## config.mk

```make
export PLATFORM = sky130hd
export DESIGN_NAME = scr1_pipe_lsu_mo
export DESIGN_NICKNAME = d
export VERILOG_FILES = /design/src/rtl/scr1_lsu_pkg.sv /design/src/rtl/scr1_lsu_cmd_queue.sv /design/src/rtl/scr1_pipe_lsu_mo.sv
export SDC_FILE = /design/constraint.sdc
export NUM_CORES = 1
export LEC_CHECK = 0
export BUFFER_PORTS_ARGS = -buffer_cell sky130_fd_sc_hd__clkbuf_2
export CAP_MARGIN = 20
export CORE_ASPECT_RATIO = 1.5
export CORE_MARGIN = 10
export CORE_UTILIZATION = 28
export CTS_CLUSTER_SIZE = 28
export DETAILED_ROUTE_END_ITERATION = 8
export PLACE_DENSITY = 0.58
export SLEW_MARGIN = 5
export SYNTH_ARGS = -nofsm -noshare
export SYNTH_HDL_FRONTEND = slang
export SYNTH_HIERARCHICAL = 1
export SYNTH_SLANG_ARGS = --single-unit
```

## constraint.sdc

```tcl
create_clock -name clk -period 3.3 [get_ports clk]
set_clock_uncertainty 0.2 [all_clocks]
set_input_delay 0.33 -clock clk [delete_from_list [all_inputs] [get_ports clk]]
set_output_delay 0.33 -clock clk [all_outputs]
set_load 0.005 [all_outputs]
```

## src/rtl/scr1_lsu_pkg.sv

```systemverilog
//==============================================================================
// Module      : scr1_lsu_pkg
// Description : Shared types and helpers for the multi-outstanding LSU:
//               command/memory/exception enums, queue entry, misalign check
//               and load lane extraction.
// Revision    : 1.0 - initial release
//==============================================================================
`default_nettype none

package scr1_lsu_pkg;

    localparam int unsigned SCR1_XLEN        = 32;
    localparam int unsigned SCR1_DMEM_AWIDTH = 32;
    localparam int unsigned SCR1_LSU_OFFS_W  = 3;

    typedef enum logic [3:0] {
        SCR1_LSU_CMD_NONE = 4'd0,
        SCR1_LSU_CMD_LB   = 4'd1,
        SCR1_LSU_CMD_LH   = 4'd2,
        SCR1_LSU_CMD_LW   = 4'd3,
        SCR1_LSU_CMD_LBU  = 4'd4,
        SCR1_LSU_CMD_LHU  = 4'd5,
        SCR1_LSU_CMD_SB   = 4'd6,
        SCR1_LSU_CMD_SH   = 4'd7,
        SCR1_LSU_CMD_SW   = 4'd8
    } type_scr1_lsu_cmd_sel_e;

    typedef enum logic {
        SCR1_MEM_CMD_RD = 1'b0,
        SCR1_MEM_CMD_WR = 1'b1
    } type_scr1_mem_cmd_e;

    typedef enum logic [1:0] {
        SCR1_MEM_WIDTH_BYTE  = 2'd0,
        SCR1_MEM_WIDTH_HWORD = 2'd1,
        SCR1_MEM_WIDTH_WORD  = 2'd2
    } type_scr1_mem_width_e;

    typedef enum logic [1:0] {
        SCR1_MEM_RESP_NOTRDY = 2'd0,
        SCR1_MEM_RESP_RDY_OK = 2'd1,
        SCR1_MEM_RESP_RDY_ER = 2'd2
    } type_scr1_mem_resp_e;

    typedef enum logic [3:0] {
        SCR1_EXC_CODE_INSTR_MISALIGN    = 4'd0,
        SCR1_EXC_CODE_INSTR_ACCESS_FAULT = 4'd1,
        SCR1_EXC_CODE_ILLEGAL_INSTR     = 4'd2,
        SCR1_EXC_CODE_BREAKPOINT        = 4'd3,
        SCR1_EXC_CODE_LD_ADDR_MISALIGN  = 4'd4,
        SCR1_EXC_CODE_LD_ACCESS_FAULT   = 4'd5,
        SCR1_EXC_CODE_ST_ADDR_MISALIGN  = 4'd6,
        SCR1_EXC_CODE_ST_ACCESS_FAULT   = 4'd7,
        SCR1_EXC_CODE_ECALL_U           = 4'd8,
        SCR1_EXC_CODE_ECALL_M           = 4'd11
    } type_scr1_exc_code_e;

    // Offset field is sized for the widest (64-bit) bus; narrower buses zero-extend.
    typedef struct packed {
        type_scr1_lsu_cmd_sel_e      cmd;
        logic [SCR1_LSU_OFFS_W-1:0]  offset;
    } type_scr1_lsu_q_entry_s;

    function automatic logic scr1_lsu_is_load(input type_scr1_lsu_cmd_sel_e cmd);
        logic res;
        case (cmd)
            SCR1_LSU_CMD_LB, SCR1_LSU_CMD_LH, SCR1_LSU_CMD_LW,
            SCR1_LSU_CMD_LBU, SCR1_LSU_CMD_LHU: res = 1'b1;
            default:                            res = 1'b0;
        endcase
        return res;
    endfunction

    function automatic logic scr1_lsu_is_store(input type_scr1_lsu_cmd_sel_e cmd);
        logic res;
        case (cmd)
            SCR1_LSU_CMD_SB, SCR1_LSU_CMD_SH, SCR1_LSU_CMD_SW: res = 1'b1;
            default:                                           res = 1'b0;
        endcase
        return res;
    endfunction

    function automatic logic scr1_lsu_misalign(input type_scr1_lsu_cmd_sel_e cmd,
                                               input logic [1:0]             addr_lsb);
        logic res;
        case (cmd)
            SCR1_LSU_CMD_LH, SCR1_LSU_CMD_LHU, SCR1_LSU_CMD_SH: res = addr_lsb[0];
            SCR1_LSU_CMD_LW, SCR1_LSU_CMD_SW:                   res = |addr_lsb;
            default:                                            res = 1'b0;
        endcase
        return res;
    endfunction

    function automatic logic [SCR1_XLEN-1:0] scr1_lsu_ld_extract(
        input logic [63:0]                  rdata,
        input logic [SCR1_LSU_OFFS_W-1:0]   offset,
        input type_scr1_lsu_cmd_sel_e       cmd);
        logic [63:0]          shifted;
        logic [SCR1_XLEN-1:0] res;
        shifted = rdata >> {offset, 3'b000};
        case (cmd)
            SCR1_LSU_CMD_LB:  res = {{24{shifted[7]}}, shifted[7:0]};
            SCR1_LSU_CMD_LBU: res = {24'h0, shifted[7:0]};
            SCR1_LSU_CMD_LH:  res = {{16{shifted[15]}}, shifted[15:0]};
            SCR1_LSU_CMD_LHU: res = {16'h0, shifted[15:0]};
            SCR1_LSU_CMD_LW:  res = shifted[31:0];
            default:          res = '0;
        endcase
        return res;
    endfunction

endpackage : scr1_lsu_pkg

`default_nettype wire

```

## src/rtl/scr1_lsu_cmd_queue.sv

```systemverilog
//==============================================================================
// Module      : scr1_lsu_cmd_queue
// Description : In-order FIFO tracking issued DMEM commands until their
//               response returns.
// Revision    : 1.0 - initial release
//==============================================================================
`default_nettype none

module scr1_lsu_cmd_queue
    import scr1_lsu_pkg::*;
#(
    parameter  int unsigned DEPTH = 2,
    localparam int unsigned CNT_W = $clog2(DEPTH + 1),
    localparam int unsigned PTR_W = (DEPTH > 1) ? $clog2(DEPTH) : 1
) (
    input  logic                   clk,
    input  logic                   rst,
    input  logic                   push,
    input  type_scr1_lsu_q_entry_s push_data,
    input  logic                   pop,
    output type_scr1_lsu_q_entry_s head,
    output logic [CNT_W-1:0]       cnt,
    output logic                   full,
    output logic                   empty
);

    type_scr1_lsu_q_entry_s mem_q [DEPTH];
    type_scr1_lsu_q_entry_s mem_d [DEPTH];
    logic [PTR_W-1:0]       wr_ptr_q, wr_ptr_d;
    logic [PTR_W-1:0]       rd_ptr_q, rd_ptr_d;
    logic [CNT_W-1:0]       cnt_q, cnt_d;
    logic                   push_ok;
    logic                   pop_ok;

    function automatic logic [PTR_W-1:0] ptr_inc(input logic [PTR_W-1:0] ptr);
        return (ptr == PTR_W'(DEPTH - 1)) ? '0 : ptr + PTR_W'(1);
    endfunction

    assign full    = (cnt_q == CNT_W'(DEPTH));
    assign empty   = (cnt_q == '0);
    assign push_ok = push & ~full;
    assign pop_ok  = pop & ~empty;

    always_comb begin
        mem_d    = mem_q;
        wr_ptr_d = wr_ptr_q;
        rd_ptr_d = rd_ptr_q;
        cnt_d    = cnt_q;
        if (push_ok) begin
            mem_d[wr_ptr_q] = push_data;
            wr_ptr_d        = ptr_inc(wr_ptr_q);
        end
        if (pop_ok) begin
            rd_ptr_d = ptr_inc(rd_ptr_q);
        end
        case ({push_ok, pop_ok})
            2'b10:   cnt_d = cnt_q + CNT_W'(1);
            2'b01:   cnt_d = cnt_q - CNT_W'(1);
            default: cnt_d = cnt_q;
        endcase
    end

    // Entry storage needs no reset: only slots between the pointers are ever read.
    always_ff @(posedge clk) begin
        if (rst) begin
            wr_ptr_q <= '0;
            rd_ptr_q <= '0;
            cnt_q    <= '0;
        end else begin
            wr_ptr_q <= wr_ptr_d;
            rd_ptr_q <= rd_ptr_d;
            cnt_q    <= cnt_d;
        end
        mem_q <= mem_d;
    end

    assign head = mem_q[rd_ptr_q];
    assign cnt  = cnt_q;

endmodule : scr1_lsu_cmd_queue

`default_nettype wire

```

## src/rtl/scr1_pipe_lsu_mo.sv

```systemverilog
//==============================================================================
// Module      : scr1_pipe_lsu_mo
// Description : Load/store unit with up to OUTST_DEPTH in-order DMEM
//               transactions in flight. Optional response timeout enabled by
//               the SCR1_LSU_RESP_TIMEOUT_EN macro.
// Revision    : 1.0 - initial release
//==============================================================================
`default_nettype none

module scr1_pipe_lsu_mo
    import scr1_lsu_pkg::*;
#(
    parameter int unsigned DMEM_DWIDTH  = 32,
    parameter int unsigned OUTST_DEPTH  = 2,
    parameter int unsigned RESP_TIMEOUT = 256
) (
    input  logic                          clk,
    input  logic                          rst,
    input  logic                          exu2lsu_req,
    input  type_scr1_lsu_cmd_sel_e        exu2lsu_cmd,
    input  logic [SCR1_XLEN-1:0]          exu2lsu_addr,
    input  logic [SCR1_XLEN-1:0]          exu2lsu_s_data,
    output logic                          lsu2exu_req_ack,
    output logic                          lsu2exu_rdy,
    output logic [SCR1_XLEN-1:0]          lsu2exu_l_data,
    output logic                          lsu2exu_exc,
    output type_scr1_exc_code_e           lsu2exu_exc_code,
    output logic                          lsu_busy,
    output logic                          lsu2dmem_req,
    output type_scr1_mem_cmd_e            lsu2dmem_cmd,
    output type_scr1_mem_width_e          lsu2dmem_width,
    output logic [SCR1_DMEM_AWIDTH-1:0]   lsu2dmem_addr,
    output logic [DMEM_DWIDTH-1:0]        lsu2dmem_wdata,
    input  logic                          dmem2lsu_req_ack,
    input  logic [DMEM_DWIDTH-1:0]        dmem2lsu_rdata,
    input  type_scr1_mem_resp_e           dmem2lsu_resp
);

    localparam int unsigned OFFS_W = $clog2(DMEM_DWIDTH / 8);
    localparam int unsigned CNT_W  = $clog2(OUTST_DEPTH + 1);

    type_scr1_lsu_q_entry_s q_head;
    type_scr1_lsu_q_entry_s q_push_data;
    logic [CNT_W-1:0]       q_cnt;
    logic                   q_full;
    logic                   q_empty;
    logic                   q_push;
    logic                   q_pop;
    logic                   req_misalign;
    logic                   misalign_exc;
    logic                   resp_vld;
    logic                   resp_pop;
    logic                   tmo_fire;
    logic                   stray_resp;
    logic [63:0]            rdata_ext;

    assign req_misalign = scr1_lsu_misalign(exu2lsu_cmd, exu2lsu_addr[1:0]);
    // Misaligned requests wait for the queue to drain so exceptions stay in order.
    assign misalign_exc = exu2lsu_req & req_misalign & q_empty;
    assign lsu2dmem_req = exu2lsu_req & ~req_misalign & ~q_full;
    assign q_push       = lsu2dmem_req & dmem2lsu_req_ack;
    assign resp_vld     = (dmem2lsu_resp == SCR1_MEM_RESP_RDY_OK)
                        | (dmem2lsu_resp == SCR1_MEM_RESP_RDY_ER);

    assign q_push_data.cmd    = exu2lsu_cmd;
    assign q_push_data.offset = SCR1_LSU_OFFS_W'(exu2lsu_addr[OFFS_W-1:0]);

    scr1_lsu_cmd_queue #(
        .DEPTH (OUTST_DEPTH)
    ) u_queue (
        .clk       (clk),
        .rst       (rst),
        .push      (q_push),
        .push_data (q_push_data),
        .pop       (q_pop),
        .head      (q_head),
        .cnt       (q_cnt),
        .full      (q_full),
        .empty     (q_empty)
    );

`ifdef SCR1_LSU_RESP_TIMEOUT_EN
    localparam int unsigned TMR_W = $clog2(RESP_TIMEOUT + 1);

    logic [TMR_W-1:0] timer_q, timer_d;
    logic [CNT_W-1:0] stale_q, stale_d;
    logic             resp_drop;

    // Responses still owed for timed-out entries are swallowed before any real one.
    assign resp_drop  = resp_vld & (stale_q != '0);
    assign resp_pop   = resp_vld & ~resp_drop & ~q_empty;
    assign tmo_fire   = ~q_empty & ~resp_vld & (timer_q == TMR_W'(RESP_TIMEOUT - 1));
    assign stray_resp = resp_vld & q_empty & (stale_q == '0);

    always_comb begin
        timer_d = timer_q;
        stale_d = stale_q;
        if (q_empty || q_pop) begin
            timer_d = '0;
        end else if (!resp_vld) begin
            timer_d = timer_q + TMR_W'(1);
        end
        if (resp_drop) begin
            stale_d = stale_q - CNT_W'(1);
        end else if (tmo_fire && (stale_q != CNT_W'(OUTST_DEPTH))) begin
            stale_d = stale_q + CNT_W'(1);
        end
    end

    always_ff @(posedge clk) begin
        if (rst) begin
            timer_q <= '0;
            stale_q <= '0;
        end else begin
            timer_q <= timer_d;
            stale_q <= stale_d;
        end
    end
`else
    assign resp_pop   = resp_vld & ~q_empty;
    assign tmo_fire   = 1'b0;
    assign stray_resp = resp_vld & q_empty;
`endif

    assign q_pop    = resp_pop | tmo_fire;
    assign lsu_busy = ~q_empty;

    generate
        if (DMEM_DWIDTH == 64) begin : g_rdata_w64
            assign rdata_ext = dmem2lsu_rdata;
        end else begin : g_rdata_w32
            assign rdata_ext = {32'h0, dmem2lsu_rdata};
        end
    endgenerate

    always_comb begin
        lsu2exu_req_ack  = q_push | misalign_exc;
        lsu2exu_rdy      = misalign_exc | resp_pop | tmo_fire;
        lsu2exu_exc      = 1'b0;
        lsu2exu_exc_code = SCR1_EXC_CODE_INSTR_MISALIGN;
        lsu2exu_l_data   = '0;
        if (misalign_exc) begin
            lsu2exu_exc      = 1'b1;
            lsu2exu_exc_code = scr1_lsu_is_store(exu2lsu_cmd) ? SCR1_EXC_CODE_ST_ADDR_MISALIGN
                                                              : SCR1_EXC_CODE_LD_ADDR_MISALIGN;
        end else if (tmo_fire || (resp_pop && (dmem2lsu_resp == SCR1_MEM_RESP_RDY_ER))) begin
            lsu2exu_exc      = 1'b1;
            lsu2exu_exc_code = scr1_lsu_is_store(q_head.cmd) ? SCR1_EXC_CODE_ST_ACCESS_FAULT
                                                             : SCR1_EXC_CODE_LD_ACCESS_FAULT;
        end else if (resp_pop && scr1_lsu_is_load(q_head.cmd)) begin
            lsu2exu_l_data = scr1_lsu_ld_extract(rdata_ext, q_head.offset, q_head.cmd);
        end
    end

    always_comb begin
        lsu2dmem_cmd   = SCR1_MEM_CMD_RD;
        lsu2dmem_width = SCR1_MEM_WIDTH_BYTE;
        lsu2dmem_addr  = '0;
        lsu2dmem_wdata = '0;
        if (exu2lsu_req) begin
            lsu2dmem_addr = exu2lsu_addr;
            lsu2dmem_cmd  = scr1_lsu_is_store(exu2lsu_cmd) ? SCR1_MEM_CMD_WR : SCR1_MEM_CMD_RD;
            case (exu2lsu_cmd)
                SCR1_LSU_CMD_LH, SCR1_LSU_CMD_LHU, SCR1_LSU_CMD_SH:
                    lsu2dmem_width = SCR1_MEM_WIDTH_HWORD;
                SCR1_LSU_CMD_LW, SCR1_LSU_CMD_SW:
                    lsu2dmem_width = SCR1_MEM_WIDTH_WORD;
                default:
                    lsu2dmem_width = SCR1_MEM_WIDTH_BYTE;
            endcase
            case (exu2lsu_cmd)
                SCR1_LSU_CMD_SB: lsu2dmem_wdata = {(DMEM_DWIDTH / 8){exu2lsu_s_data[7:0]}};
                SCR1_LSU_CMD_SH: lsu2dmem_wdata = {(DMEM_DWIDTH / 16){exu2lsu_s_data[15:0]}};
                SCR1_LSU_CMD_SW: lsu2dmem_wdata = {(DMEM_DWIDTH / 32){exu2lsu_s_data[31:0]}};
                default:         lsu2dmem_wdata = '0;
            endcase
        end
    end

    // Responses owed to transactions dropped by a reset are expected; any other
    // response arriving with nothing outstanding indicates a protocol error.
    logic [CNT_W-1:0] lost_q, lost_d;

    always_comb begin
        lost_d = lost_q;
        if (stray_resp && (lost_q != '0)) begin
            lost_d = lost_q - CNT_W'(1);
        end
    end

    always_ff @(posedge clk) begin
        if (rst) begin
            if (q_cnt != '0) begin
                lost_q <= q_cnt;
            end
        end else begin
            lost_q <= lost_d;
        end
    end

    always_ff @(posedge clk) begin
        if (!rst) begin
            assert ((DMEM_DWIDTH == 32) || (DMEM_DWIDTH == 64))
                else $error("scr1_pipe_lsu_mo: illegal DMEM_DWIDTH");
            assert ((OUTST_DEPTH >= 1) && (OUTST_DEPTH <= 4) && (RESP_TIMEOUT >= 1))
                else $error("scr1_pipe_lsu_mo: illegal OUTST_DEPTH or RESP_TIMEOUT");
            assert (!(stray_resp && (lost_q == '0)))
                else $error("scr1_pipe_lsu_mo: DMEM response with no outstanding transaction");
        end
    end

endmodule : scr1_pipe_lsu_mo

`default_nettype wire

```

==> flow_summary_export.csv <==
group,metric,value,unit
clocking,clock-sinks,18,
grt,overflow,0,
sta,holdWs,0.107,ns
placement,placed_area,3740,um^2
sta,setup_violations,0,
detailed_routing,drtAntennaViolNets,0,
synthesis,syn_area,2560,um^2
placement,io_buffers,212,
synthesis,synthTopCellsByArea,"edfxtp_1 (16%), and2_1 (11%), mux2_2 (10%), nand2_1 (8.5%), mux2i_1 (6.3%)",
placement,place_hpwl,9590,um
synthesis,yosysWarnings,6,
sta,finalCritPeriodShare,0.958,
die,die_height,137,um
layout,nets,648,
synthesis,avgSynthCellArea,7.70,um^2
clocking,cts_max_level,1,
die,rows,42,
power,switching_share,0.307,
synthesis,ys_seq_area_frac,0.195,
synthesis,synth_top_family_by_area,"simple AND/OR/NAND/NOR gates",
power,p_leak,1.94,nW
synthesis,yosys.area_share.xor_xnor,0.0103,
detailed_routing,drtIter0Drc,78,
synthesis,synth-edff-count,14,
grt,grtUsageTotal,0.151,
grt,grt_first_pass_wirelength,17300,um
clocking,ctsHoldBuffers,0,
setup_path,cp-start-kind,"flip-flop",
power,ir_drop,0.236,mV
setup_path,arrival,2.63,ns
synthesis,synth.most_common_cell,"nand2_1",
sta,finalHoldViolations,0,
power,seqPwrFrac,0.312,
power,p_clk_frac,0.282,
sta,setup_ws,0.138,ns
flow_run,maxCapViolations,0,
synthesis,ys_ff_latch,18,
power,combPwrFrac,0.405,
clocking,clk_pin_slew_worst_paths,0.05,ns
die,dieArea,13500,um^2
sta,period_minus_slack,3.16,ns
layout,num_antenna_cells,0,
clocking,clock_latency,0.24,ns
power,p_int,0.582,mW
setup_path,required,2.77,ns
die,ioPinCount,214,
detailed_routing,vias_per_cell,4.98,
synthesis,synthDominantCellAreaShare,0.164,
synthesis,synthTopCellsByCount,"nand2_1 (58), and2_1 (46), mux2_2 (23)",
layout,fin_area,3840,um^2
detailed_routing,totalWireLength,11000,um
clocking,cts_tree,"yes",
synthesis,yosys.area.top_type,"edfxtp_1",
hold_path,hp-class,"in -> reg",
detailed_routing,vias,3230,
grt,grt_max_degree,35,
detailed_routing,dr.pass1.iters,4,
layout,area_growth,49.9,%
synthesis,synth_fa_ha_area_frac,0.00977,
grt,grt_pass1_vias,3438,
power,power-per-cell-area,219,nW/um^2
die,core,8880,um^2
sta,finalMaxSlewViolations,0,
clocking,clockBufferDepth,2,
setup_path,worstSetupEndpointType,"output pin",
layout,fin_cells,649,
placement,place.gp.congestion,0.813,
synthesis,synth-compound-area-share,0.203,
sta,slew_headroom,0.632,
detailed_routing,drc,0,
detailed_routing,wl_per_cell,17.0,um
synthesis,syn_inst,333,
synthesis,synthSimpleGateAreaFrac,0.351,
synthesis,ys_types,54,
power,p_sw,0.258,mW
die,die_w,98.1,um
setup_path,cp_max_fo,8,
sta,fmax,316,MHz
clocking,numCtsBuffers,3,
sta,worst_pin_slew,0.552,ns
run_status,status,"complete, no violations",
layout,final_layout_size_suffix_gt1_frac,0.501,
setup_path,path_class,"reg -> out",
placement,dpl.cell_count,644,
synthesis,synth_mux_area_frac,0.172,
clocking,ctsRootBufferMaster,"clkbuf_16",
synthesis,yosys_most_used_dff,"edfxtp_1",
grt,antenna_found_initial,0,
synthesis,synth-async-reset-ratio,0,
placement,pre_cts_ws,0.194,ns
die,initial_core_util,0.289,
state kept, by name (all words and copies together) (netlist names):
name              cells
u_queue/mem_q        14
u_queue/wr_ptr_q      1
u_queue/rd_ptr_q      1
u_queue/cnt           2
worst max-delay path, cell delays in order, from the launching register on:
cell and delay (ns):
dfxtp_2 0.44, mux2_2 0.42, or4b_1 0.66, nor2_1 0.23, nand2_1 0.22, a21oi_1 0.25
clkbuf_2 0.16
power groups by stage:
stage / sequential (mW) / combinational [mW] / clock, mW
final: 0.262 / 0.340 / 0.237
after global routing: 0.263 / 0.377 / 0.257
after CTS: 0.262 / 0.345 / 0.242
after detailed placement: 0.267 / 0.343 / 0
after global placement: 0.266 / 0.335 / 0
after floorplan: 0.264 / 0.186 / 0
stage by stage:
stage | utilization | total power, mW | TNS, ns
global route | 0.432 | 0.897 | -0.00204
global placement | 0.421 | 0.601 | 0
detailed placement | 0.421 | 0.609 | 0
floorplan | - | 0.450 | 0
finish | 0.432 | 0.840 | 0
CTS | 0.430 | 0.849 | 0
metal layers:
layer | global-route usage | part of all wire | vias to the layer above | wire, um
met5 | 0 | 0 | - | 0
met2 | 0.276 | 0.49 | 197 | 5360
met3 | 0.0702 | 0.12 | 15 | 1290
met1 | 0.149 | 0.38 | 1443 | 4160
li1 | - | - | 1575 | -
met4 | 0.0470 | 0.020 | 0 | 222
final timing paths:
path               startpoint                 end  slack [ns]  cells after the start
max reg2reg    u_queue/cnt[0]      u_queue/cnt[1]        0.93                      8
min                       rst    u_queue/rd_ptr_q        0.11                      2
max          u_queue/rd_ptr_q  lsu2exu_l_data[14]        0.14                      6
min reg2reg  u_queue/wr_ptr_q    u_queue/wr_ptr_q        0.31                      2
placed cells by master (no fill, tap or decap), types with 2 or more instances in the layout:
master     synthesis  routed
clkbuf_2           0     212
a211oi_2           7       7
xnor2_1            2       2
mux2_2            23      22
o21ai_0            8       8
a21boi_0           8       8
nor4_4             2       2
clkbuf_16          0       3
inv_1              8       8
nor2_1            20      20
and2_1            46      46
dfxtp_1            4       3
nand2b_1           3       3
conb_1             1       3
or3_1              3       3
nand3b_1           2       2
ha_1               2       2
a31o_2             2       2
edfxtp_1          14      14
nand2_1           58      58
o21ai_1            9       9
a21boi_1           8       8
a21oi_1           11      11
o21a_1             2       2
nor3_1             2       2
nor3b_1            5       5
nor2b_1           11      11
buf_4              2      11
mux2i_1           16      16
a31oi_1            2       2
a22oi_1            8       8
final cells by class:
cell class,count,area (um^2)
inverter,9,33.8
clock inverter,1,3.75
sequential,18,502
clock buffer,3,75.1
timing repair buffer,223,1140
tap,110,138
multi-input combinational,285,1940
fill,919,5040
logic make-up (layout without fill, tap and decap cells):
kind of cell    Yosys count  count (layout)
other cells               1               3
fa+ha+maj                 2               2
mux                      40              40
flops                    18              18
compound gates           73              73
buf+inv                  32             236
simple gates            164             164
xor+xnor                  3               3
what timing repair did:
action	CTS	global route
cloned	0	0
gates resized for setup	1	4
setup buffers	0	1
setup endpoints to repair	7	18
endpoints found under the hold margin	0	0
pin swaps	0	2
No activity file was read; power rests on OpenSTA's default activity.
